$ cat src/rtl/fifo_wr_arbiter.sv
// Round-robin arbiter sharing one FIFO write port among N_REQ valid/ready requesters.
// Grants bursts of up to MAX_BURST beats and never writes while the FIFO reports full.
module fifo_wr_arbiter #(
    parameter int unsigned N_REQ     = 4,
    parameter int unsigned DATA_W    = 8,
    parameter int unsigned MAX_BURST = 4,
    localparam int unsigned ID_W     = (N_REQ > 1) ? $clog2(N_REQ) : 1,
    localparam int unsigned CNT_W    = $clog2(MAX_BURST + 1)
) (
    input  logic                    clk_i,
    input  logic                    rst_i,
    input  logic [N_REQ-1:0]        req_valid_i,
    input  logic [N_REQ*DATA_W-1:0] req_data_i,
    output logic [N_REQ-1:0]        req_ready_o,
    input  logic [N_REQ-1:0]        req_mask_i,
    input  logic                    fifo_full_i,
    output logic                    fifo_wr_en_o,
    output logic [DATA_W-1:0]       fifo_wr_data_o,
    output logic                    grant_valid_o,
    output logic [ID_W-1:0]         grant_id_o,
    output logic [CNT_W-1:0]        beat_cnt_o
);

    typedef enum logic [0:0] {StIdle, StGrant} state_e;

    localparam logic [ID_W:0]    NReqW    = (ID_W + 1)'(N_REQ);
    localparam logic [CNT_W-1:0] LastBeat = CNT_W'(MAX_BURST - 1);

    state_e            state_q;
    logic              grant_valid_q;
    logic [ID_W-1:0]   grant_id_q;
    logic [ID_W-1:0]   last_q;
    logic [CNT_W-1:0]  beat_cnt_q;

    logic [N_REQ-1:0]  ereq;
    logic              any_req;
    logic              in_grant;
    logic              grant_req;
    logic              xfer;
    logic              burst_end;
    logic [ID_W-1:0]   sel_id;
    logic [ID_W:0]     idx;
    logic [DATA_W-1:0] grant_data;

    assign ereq      = req_valid_i & req_mask_i;
    assign any_req   = |ereq;
    assign in_grant  = (state_q == StGrant);
    assign grant_req = ereq[grant_id_q];
    assign xfer      = in_grant & grant_req & ~fifo_full_i;
    assign burst_end = (beat_cnt_q == LastBeat);

    // Scan offsets from largest to smallest so the nearest index after last_q wins.
    always_comb begin
        sel_id = '0;
        idx    = '0;
        for (int off = N_REQ; off >= 1; off--) begin
            idx = {1'b0, last_q} + (ID_W + 1)'(off);
            if (idx >= NReqW) begin
                idx = idx - NReqW;
            end
            if (ereq[idx[ID_W-1:0]]) begin
                sel_id = idx[ID_W-1:0];
            end
        end
    end

    always_comb begin
        grant_data = '0;
        for (int k = 0; k < N_REQ; k++) begin
            if (grant_id_q == ID_W'(k)) begin
                grant_data = req_data_i[k*DATA_W +: DATA_W];
            end
        end
    end

    always_comb begin
        req_ready_o = '0;
        if (in_grant) begin
            req_ready_o[grant_id_q] = ~fifo_full_i;
        end
    end

    assign fifo_wr_en_o   = xfer;
    assign fifo_wr_data_o = in_grant ? grant_data : '0;
    assign grant_valid_o  = grant_valid_q;
    assign grant_id_o     = grant_id_q;
    assign beat_cnt_o     = beat_cnt_q;

    always_ff @(posedge clk_i or posedge rst_i) begin
        if (rst_i) begin
            state_q       <= StIdle;
            grant_valid_q <= 1'b0;
            grant_id_q    <= '0;
            beat_cnt_q    <= '0;
            last_q        <= ID_W'(N_REQ - 1);
        end else begin
            case (state_q)
                StIdle: begin
                    if (any_req) begin
                        state_q       <= StGrant;
                        grant_valid_q <= 1'b1;
                        grant_id_q    <= sel_id;
                        beat_cnt_q    <= '0;
                        last_q        <= sel_id;
                    end
                end
                StGrant: begin
                    // Dropped/masked request or final beat ends the grant; full alone stalls.
                    if (!grant_req || (xfer && burst_end)) begin
                        state_q       <= StIdle;
                        grant_valid_q <= 1'b0;
                        beat_cnt_q    <= '0;
                    end else if (xfer) begin
                        beat_cnt_q <= beat_cnt_q + CNT_W'(1);
                    end
                end
                default: begin
                    state_q       <= StIdle;
                    grant_valid_q <= 1'b0;
                end
            endcase
        end
    end

endmodule

$ cat config.mk
export PLATFORM = sky130hd
export DESIGN_NAME = fifo_wr_arbiter
export DESIGN_NICKNAME = d
export VERILOG_FILES = /design/src/rtl/fifo_wr_arbiter.sv
export SDC_FILE = /design/constraint.sdc
export NUM_CORES = 1
export LEC_CHECK = 0
export CORE_ASPECT_RATIO = 1.1
export CORE_UTILIZATION = 38
export CTS_BUF_LIST = sky130_fd_sc_hd__clkbuf_8
export DETAILED_ROUTE_END_ITERATION = 16
export GPL_TIMING_DRIVEN = 0
export PLACE_DENSITY_LB_ADDON = 0.08
export RECOVER_POWER = 25
export SYNTH_ARGS = -nofsm -noshare
export SYNTH_HDL_FRONTEND = slang
export SYNTH_SLANG_ARGS = --single-unit
$ cat constraint.sdc
create_clock -name clk_i -period 3.86 [get_ports clk_i]
set_input_delay 0.386 -clock clk_i [delete_from_list [all_inputs] [get_ports clk_i]]
set_output_delay 0.386 -clock clk_i [all_outputs]
set_load 0.02 [all_outputs]
==> results of run 1 <==
final cells by class:
type | count | area, µm² | share of cell area (%)
Clock buffer | 3 | 41.3 | 2.70
Inverter | 6 | 22.5 | 1.48
Buffer | 5 | 27.5 | 1.80
Sequential cell | 9 | 228 | 14.9
Timing Repair Buffer | 61 | 611 | 40.0
Clock inverter | 1 | 3.75 | 0.246
Tap cell | 28 | 35.0 | 2.30
Multi-Input combinational cell | 61 | 558 | 36.6
state kept, by name (all words and copies together) (netlist names):
| register | count |
|---|---|
| grant_valid_o | 1 |
| in_grant | 1 |
| last_q | 2 |
| grant_id_o | 2 |
| beat_cnt_o | 3 |
critical path: cells and delay by family:
kind	cells	cell delay, ps
buffers and inverters	2	1130
and+or+nand+nor	2	290
muxes	1	580
power by group through the flow:
stage	Combinational [W]	Sequential (W)	Clock, W
after floorplan	0.000352	0.000188	0
after global placement	0.000598	0.000169	0
after detailed placement	0.000609	0.000172	0
after CTS	0.000612	0.000170	0.000107
after global routing	0.000651	0.000176	0.000114
final	0.000607	0.000171	0.000107
synth_stat cells, drive strengths merged:
cell type  number
a221oi          2
a22oi           1
ha              2
dfrtp           7
nor3b           2
nor2b           1
o31ai           1
a31o            1
nand3           2
buf             2
o2bb2ai         1
o2111ai         1
and4            1
clkbuf          3
nand2           8
o21a            1
or3b            1
a31oi           2
mux2            1
mux4            9
a21o            2
nor2            2
nor3            2
a22o            2
inv             6
dfstp           2
o21ai           3
o22ai           2
a21oi           2
and2            9
per-stage QoR:
step           utilization (%)  power [W]  cells  setup WS, ps
3_5_place_dp              72.5   0.000781    170          1140
2_1_floorplan                -   0.000540     81          1920
3_3_place_gp              72.5   0.000767    170          1130
4_1_cts                   74.8   0.000890    174          1110
5_1_grt                   74.8   0.000940    174          1030
6_report                  74.8   0.000885    174          1100
metal layers:
layer  up-vias  GRT usage [%]  wire length, µm
met1       439           27.4             1020
met5         -              0                0
li1        440              -                -
met4         0           8.57               40
met3         6           4.95              237
met2        48           42.6             1410
cells by family after synthesis:
family | Yosys count
mux | 10
compound gates | 21
flops | 9
simple gates | 28
buf+inv | 11
fa+ha+maj | 2
path summary, 6_finish.rpt:
path	start	end	cells past startpoint
worst max-delay path	req_valid_i[1]	fifo_wr_en_o	5
worst min-delay path	grant_valid_o$_DFFE_PP0P_	grant_valid_o$_DFFE_PP0P_	1
worst max register to register	grant_id_o[0]$_DFFE_PP0P_	beat_cnt_o[1]$_DFFE_PP0P_	4
worst min register to register	grant_valid_o$_DFFE_PP0P_	grant_valid_o$_DFFE_PP0P_	1
max in group asynchronous	rst_i	last_q[1]$_DFFE_PP1P_	2
min in group asynchronous	rst_i	beat_cnt_o[1]$_DFFE_PP0P_	2
==> results.txt, run 1 <==
The initial antenna violation count is 0. Pin count of the biggest net entering global routing: 11. Each instance of the synthesized netlist takes up on average 10.3 µm². The tool flagged a number of max-cap violations equal to 0. The most numerous cell type found on the critical path is sky130_fd_sc_hd__clkdlybuf4s50_1. Dividing the final minimum period by the clock period gives 71.6%. The net count reported at finish is 192, and the total routing usage reported by global routing is 24.0%. Counting every sink on the clock net gives 9. The run finished with clean final reports. Library cell with the largest summed area after synthesis: sky130_fd_sc_hd__mux4_2.

Buffers added to address setup during post-CTS repair amount to 0. The final hold violation count is 0. From synthesis to final layout, the design area changed by 82.6%.

The switching portion of total power was 40.6%; the proportion of layout cells with a drive suffix above 1 was 13.7%. After synthesis, the share of cell area in mux cells is 25.6%. The worst endpoint required time was 3470 ps. Measured against its own limit, the worst slew margin works out to 66.9%.

The tools report the number of design rule violations left after detail routing as 0. Yosys attributes the largest share of cell area to sky130_fd_sc_hd__mux4_2 (24%), sky130_fd_sc_hd__dfrtp_1 (21%), sky130_fd_sc_hd__and2_1 (6.7%), sky130_fd_sc_hd__dfstp_2 (6.3%), sky130_fd_sc_hd__nand2_1 (3.6%). The run gives 16 as the detailed router's first-iteration violation count.

The sum of negative setup slack is 0 ps, and the internal power contribution is 0.000526 W. TritonCTS built the clock tree. The run gives 0 as the number of pins with negative max-slew slack in the final report. The worst endpoint data arrival time is 2380 ps, and the post-synthesis sequential area ratio is 27.2%. The die is 51.2 µm tall.

The first global-routing pass estimated 4090 µm of wire. The worst setup path is launched from an input pin. The worst-path maximum fanout is 5.

For the full die area, the log shows 2390 µm². Traced cell by cell, the critical path runs through clkdlybuf4s50_1 > nand2_1 > mux4_2 > nor2_1 > clkdlybuf4s50_1. The analysis attributes to cell leakage a power of 0.607 nW.

The logs give 1 for the number of levels the H-tree was split into and 2700 µm for the wire length after detailed routing. The tools report the synthesized net count as 126. The count of pins on the block boundary was 62. The number of flip-flops and latches in the synthesized netlist is 9. Setup repair after global routing left no endpoint under its margin.

The first-pass detailed-route iteration total came out at 4. Setup violations remaining at the end of the flow were counted as 0. Per report_power, the combinational group accounts for 68.6% of the total.

After synthesis the cells add up to 836 µm². The worst hold path belongs to the class reg -> reg. The routed design could run at a clock period as short as 2760 ps.

Clock latency on the worst-skew pair, taken at its later pin, is 230 ps. At the end of routability-driven placement, the weighted congestion stood at 0.750. Among all stages on the critical path, the largest delay is contributed by sky130_fd_sc_hd__clkdlybuf4s50_1.

The final non-filler cell area was 1530 µm². The number of gates resized after CTS was 0. Power spread over the standard cell area amounts to 580 nW/µm². The total core area is 2040 µm², and the share of the synthesized netlist area taken by xor and xnor gates is 0%. The total number of vias is 933. Number of instances in the synthesized netlist: 81. The number of diodes added for antenna fixing is 0, and the mean routed wirelength per cell is 15.5 µm. The clock network fraction of total power came out at 12.1%.

The top cell types in the final layout, fill and taps aside, are sky130_fd_sc_hd__clkdlybuf4s50_1 (60), sky130_fd_sc_hd__and2_1 (9), sky130_fd_sc_hd__mux4_2 (9). The Yosys step of the flow raised 0 warnings. The via count of the first global-routing pass was 939; the fraction of the mapped netlist area in adder cells was 2.99%. The number of buffers inserted for hold repair after clock tree synthesis is 0, and the final-layout fill cell count is 161. The worst setup path is of the in -> out kind. The tools report the root buffer selected by CTS as sky130_fd_sc_hd__clkbuf_8. The wire-length estimate of the detail-placed layout is 2200 µm. After synthesis, the largest area contributor takes up 24.3% of total cell area.

Buffers placed on the I/O ports in this run total 61. Number of nets with antenna violations after detailed routing: 0. Row generation in the floorplan step produced 17 rows. The worst clock skew on the final layout was 2.46 ps; the initial core utilization was 40.9%. For the highest achievable clock rate, the log shows 362 MHz. Summing the areas of all compound-gate instances in the mapped netlist gives 18.6% of the synthesized area. The horizontal extent of the die was 46.7 µm; the worst IR drop on VDD was 451 µV. The clock passes through at most 2 buffers.

The number of vias per cell after detailed routing was 5.36. After synthesis, the largest family of logic cells by area is multiplexers. On the worst path, the slowest cell contributes a delay of 620 ps.

The transition at the pin with the smallest max-transition slack works out to 497 ps. The logs give 3 for the number of buffers added by the clock tree synthesis step and 511 ps for the final worst hold slack. Registers are responsible for 19.3% of the overall power. In this run, distinct cell masters in the synthesized netlist total 33. Leaving out fill and tap cells, the most frequent cell in the layout is sky130_fd_sc_hd__clkdlybuf4s50_1. Clock-pin slew was measured on the worst setup and hold paths at 40 ps. Instance area after placement: 1480 µm². The simple logic cell fraction of the synthesized area works out to 19.6%. The analysis attributes to net switching a power of 0.000359 W. Setup slack on the worst reg-to-reg path comes out at 2270 ps. The element type at the critical path end is a primary output. Global routing finished with a remaining overflow of 0.
(Power assumes the default switching activity.)
==> inputs of run 2 (changes only) <==
--- a/config.mk
+++ b/config.mk
@@ -6,7 +6,7 @@
 export NUM_CORES = 1
 export LEC_CHECK = 0
 export CORE_ASPECT_RATIO = 1.1
-export CORE_UTILIZATION = 38
+export CORE_UTILIZATION = 35
 export CTS_BUF_LIST = sky130_fd_sc_hd__clkbuf_8
 export DETAILED_ROUTE_END_ITERATION = 16
 export GPL_TIMING_DRIVEN = 0
==> constraint.sdc (replaced) <==
create_clock -name clk_i -period 2.87 [get_ports clk_i]
set_input_delay 0.287 -clock clk_i [delete_from_list [all_inputs] [get_ports clk_i]]
set_output_delay 0.287 -clock clk_i [all_outputs]
set_load 0.02 [all_outputs]
==> results.txt, run 2 (synthesized netlist as in run 1, its figures left out) <==
The run gives 11 (unchanged) as the pin count of the biggest net entering global routing. The area growth from synthesis to layout is 82.9%. The number of flip-flops in the largest register came out at 3 (unchanged).

Worst endpoint data arrival time: 2250 ps (-130 ps). Static timing analysis puts the maximum clock frequency at 394 MHz. Combined buffer and inverter count along the critical path: 2 (unchanged). The total core area was 2250 µm² (+10%); the quantity of I/O buffers inserted on ports was 61 (unchanged).

For the number of sinks on the clock net, the log shows 9 (unchanged). For the number of design rule violations left after detail routing, the log shows 0 (unchanged). The maximum buffer depth of the clock tree is 2 (unchanged), and the worst-path maximum fanout is 6 (+1).

Overall die height: 53.3 µm (+4.0%). The wire length after detailed routing came out at 2360 µm (-12%). For the full die area, the log shows 2590 µm² (+8.2%).

The clock latency reported for the late side of the worst-skew pair was 220 ps (about the same); the shortest period the worst path allows was 2540 ps. The number of buffers inserted for hold repair after clock tree synthesis is 0 (unchanged), and the final-layout fill cell count is 188 (+17%). For the global-route met3 utilization, the log shows 3.16% (-1.8 points).

The sum of negative setup slack was 0 ps (unchanged). The library cell used most frequently in the layout, excluding fill and tap cells, is sky130_fd_sc_hd__clkdlybuf4s50_1. The highest cell delay on the worst timing path was 620 ps (about the same).

The met1 track utilization from global routing was 22.6% (-4.8 points); the number of levels the H-tree was split into was 1 (unchanged). The kind of cell with the highest combined delay along the critical path is buffers and inverters. The tools report the half-perimeter wire length after placement as 1980 µm (-10%). TritonCTS built the clock tree. After layout, the worst path uses 88.5% of the clock period.

The mean routed wirelength per cell was 13.4 µm (-13%). In the layout the commonest cells are sky130_fd_sc_hd__clkdlybuf4s50_1 (60), sky130_fd_sc_hd__and2_1 (9), sky130_fd_sc_hd__mux4_2 (9). In this run the most used layer during global routing was met2.

The horizontal extent of the die is 48.6 µm (+4.0%), and the worst IR drop on VDD is 477 µV (+5.8%). The logs give 37.1% (-3.8 points) for the initial core utilization and 0 (unchanged) for the number of resized instances in the post-cts repair step. The total routing usage reported by global routing is 19.2% (-4.8 points), and the total of max-cap violations is 0 (unchanged). The post-CTS setup repair buffer count was 0 (unchanged). The tools report the number of buffers added by the clock tree synthesis step as 3 (unchanged).

The critical path is of the in -> out type. The proportion of layout cells with a drive suffix above 1 was 13.7% (unchanged); the total power per unit cell area was 762 nW/µm² (+31%). The headroom to the max-slew limit is 67.8% (+0.90 points), and the via count of the first global-routing pass is 845 (-10%). The number of diodes added for antenna fixing was 0 (unchanged); the placer congestion estimate was 0.778 (+3.7%). The root buffer selected by CTS is sky130_fd_sc_hd__clkbuf_8. Worst endpoint required time: 2580 ps (-890 ps). The run finished with clean final reports. The run gives 0 (unchanged) as the setup-violating endpoint count in the final report.

For the number of pins with negative max-slew slack in the final report, the log shows 0 (unchanged). The transition at the pin with the smallest max-transition slack was 483 ps (-13.6 ps). The tightest min-delay check is of the in -> async type.

The run gives 0 (unchanged) as the final global-route overflow total. Detailed router's first-iteration violation count: 17 (+1). Count of pins on the block boundary: 62 (unchanged).

The slowest stage of the critical path belongs to the cell sky130_fd_sc_hd__clkdlybuf4s50_1. Setup repair after global routing left no endpoint under its margin. The first-pass detailed-route iteration total came out at 4 (unchanged). Final worst hold slack: 462 ps (-49.6 ps).

The number of vias per cell after detailed routing came out at 5.11 (-4.6%). The global-route wire length before repair came out at 3780 µm (-7.6%). The worst setup path is launched from an input pin. The worst clock skew on the final layout came out at 3.12 ps (+0.655 ps). The cell with the most instances on the worst path was sky130_fd_sc_hd__clkdlybuf4s50_1.

The logs give 192 (unchanged) for the net count reported at finish and 36.2% (-6.4 points) for the global-route met2 utilization. Initial antenna violation count: 0 (unchanged). The tools report the row count as 18 (+1). The element type at the critical path end was a primary output.

The clock slew seen by the registers of the worst setup and hold paths was 40 ps (about the same); the final hold violation count was 0 (unchanged). The static leakage came out at 0.607 nW (unchanged). The tools report the number of nets with antenna violations after detailed routing as 0 (unchanged).

The tools report the total number of vias as 900 (-3.5%). The signal on the critical path passes through clkdlybuf4s50_1 > nand2_1 > mux4_2 > nor2_1 > clkdlybuf4s50_1.
[run 2: cell type report]
| class | count | area [µm²] | share of cell area (%) |
|---|---|---|---|
| Timing Repair Buffer | 61 | 611 | 39.9 |
| Tap cell | 30 | 37.5 | 2.45 |
| Inverter | 6 | 22.5 | 1.47 |
| Clock inverter | 1 | 3.75 | 0.245 |
| Buffer | 5 | 27.5 | 1.80 |
| Clock buffer | 3 | 41.3 | 2.70 |
| Multi-Input combinational cell | 61 | 558 | 36.5 |
| Sequential cell | 9 | 228 | 14.9 |
[run 2: stage by stage]
stage / utilization, % / std cells / worst slack [ps] / area, µm² / total power [W]
final: 67.9 / 176 / 329 / 1530 / 0.00117
after global routing: 67.9 / 176 / 258 / 1530 / 0.00126
after CTS: 67.9 / 176 / 328 / 1530 / 0.00118
after floorplan: - / 81 / 1020 / 836 / 0.000726
after detailed placement: 65.9 / 172 / 349 / 1480 / 0.00104
after global placement: 65.9 / 172 / 355 / 1480 / 0.00103
[run 2: layer usage]
layer / routed length [µm] / part of all wire [%]
met1: 959 / 41
met2: 1270 / 54
met3: 125 / 5.3
met4: 13 / 0.55
met5: 0 / 0
[run 2: worst paths after layout]
check / startpoint / to / slack [ps] / depth (start not counted)
setup / recovery: req_valid_i[2] / fifo_wr_en_o / 330 / 5
hold / removal: rst_i / beat_cnt_o[2]$_DFFE_PP0P_ / 460 / 2
setup reg to reg: grant_id_o[0]$_DFFE_PP0P_ / beat_cnt_o[0]$_DFFE_PP0P_ / 1330 / 4
hold reg to reg: grant_valid_o$_DFFE_PP0P_ / grant_valid_o$_DFFE_PP0P_ / 490 / 1
max in group asynchronous: rst_i / last_q[1]$_DFFE_PP1P_ / 2110 / 2
min in group clk_i: grant_valid_o$_DFFE_PP0P_ / grant_valid_o$_DFFE_PP0P_ / 490 / 1
[run 2: power breakdown]
part	total, W	leakage, nW	internal, W	switching (W)
Combinational	0.000801	0.471	0.000429	0.000372
Sequential	0.000229	0.110	0.000185	0.0000441
Clock	0.000135	0.0269	0.0000925	0.0000426
Total	0.00117	0.607	0.000707	0.000458
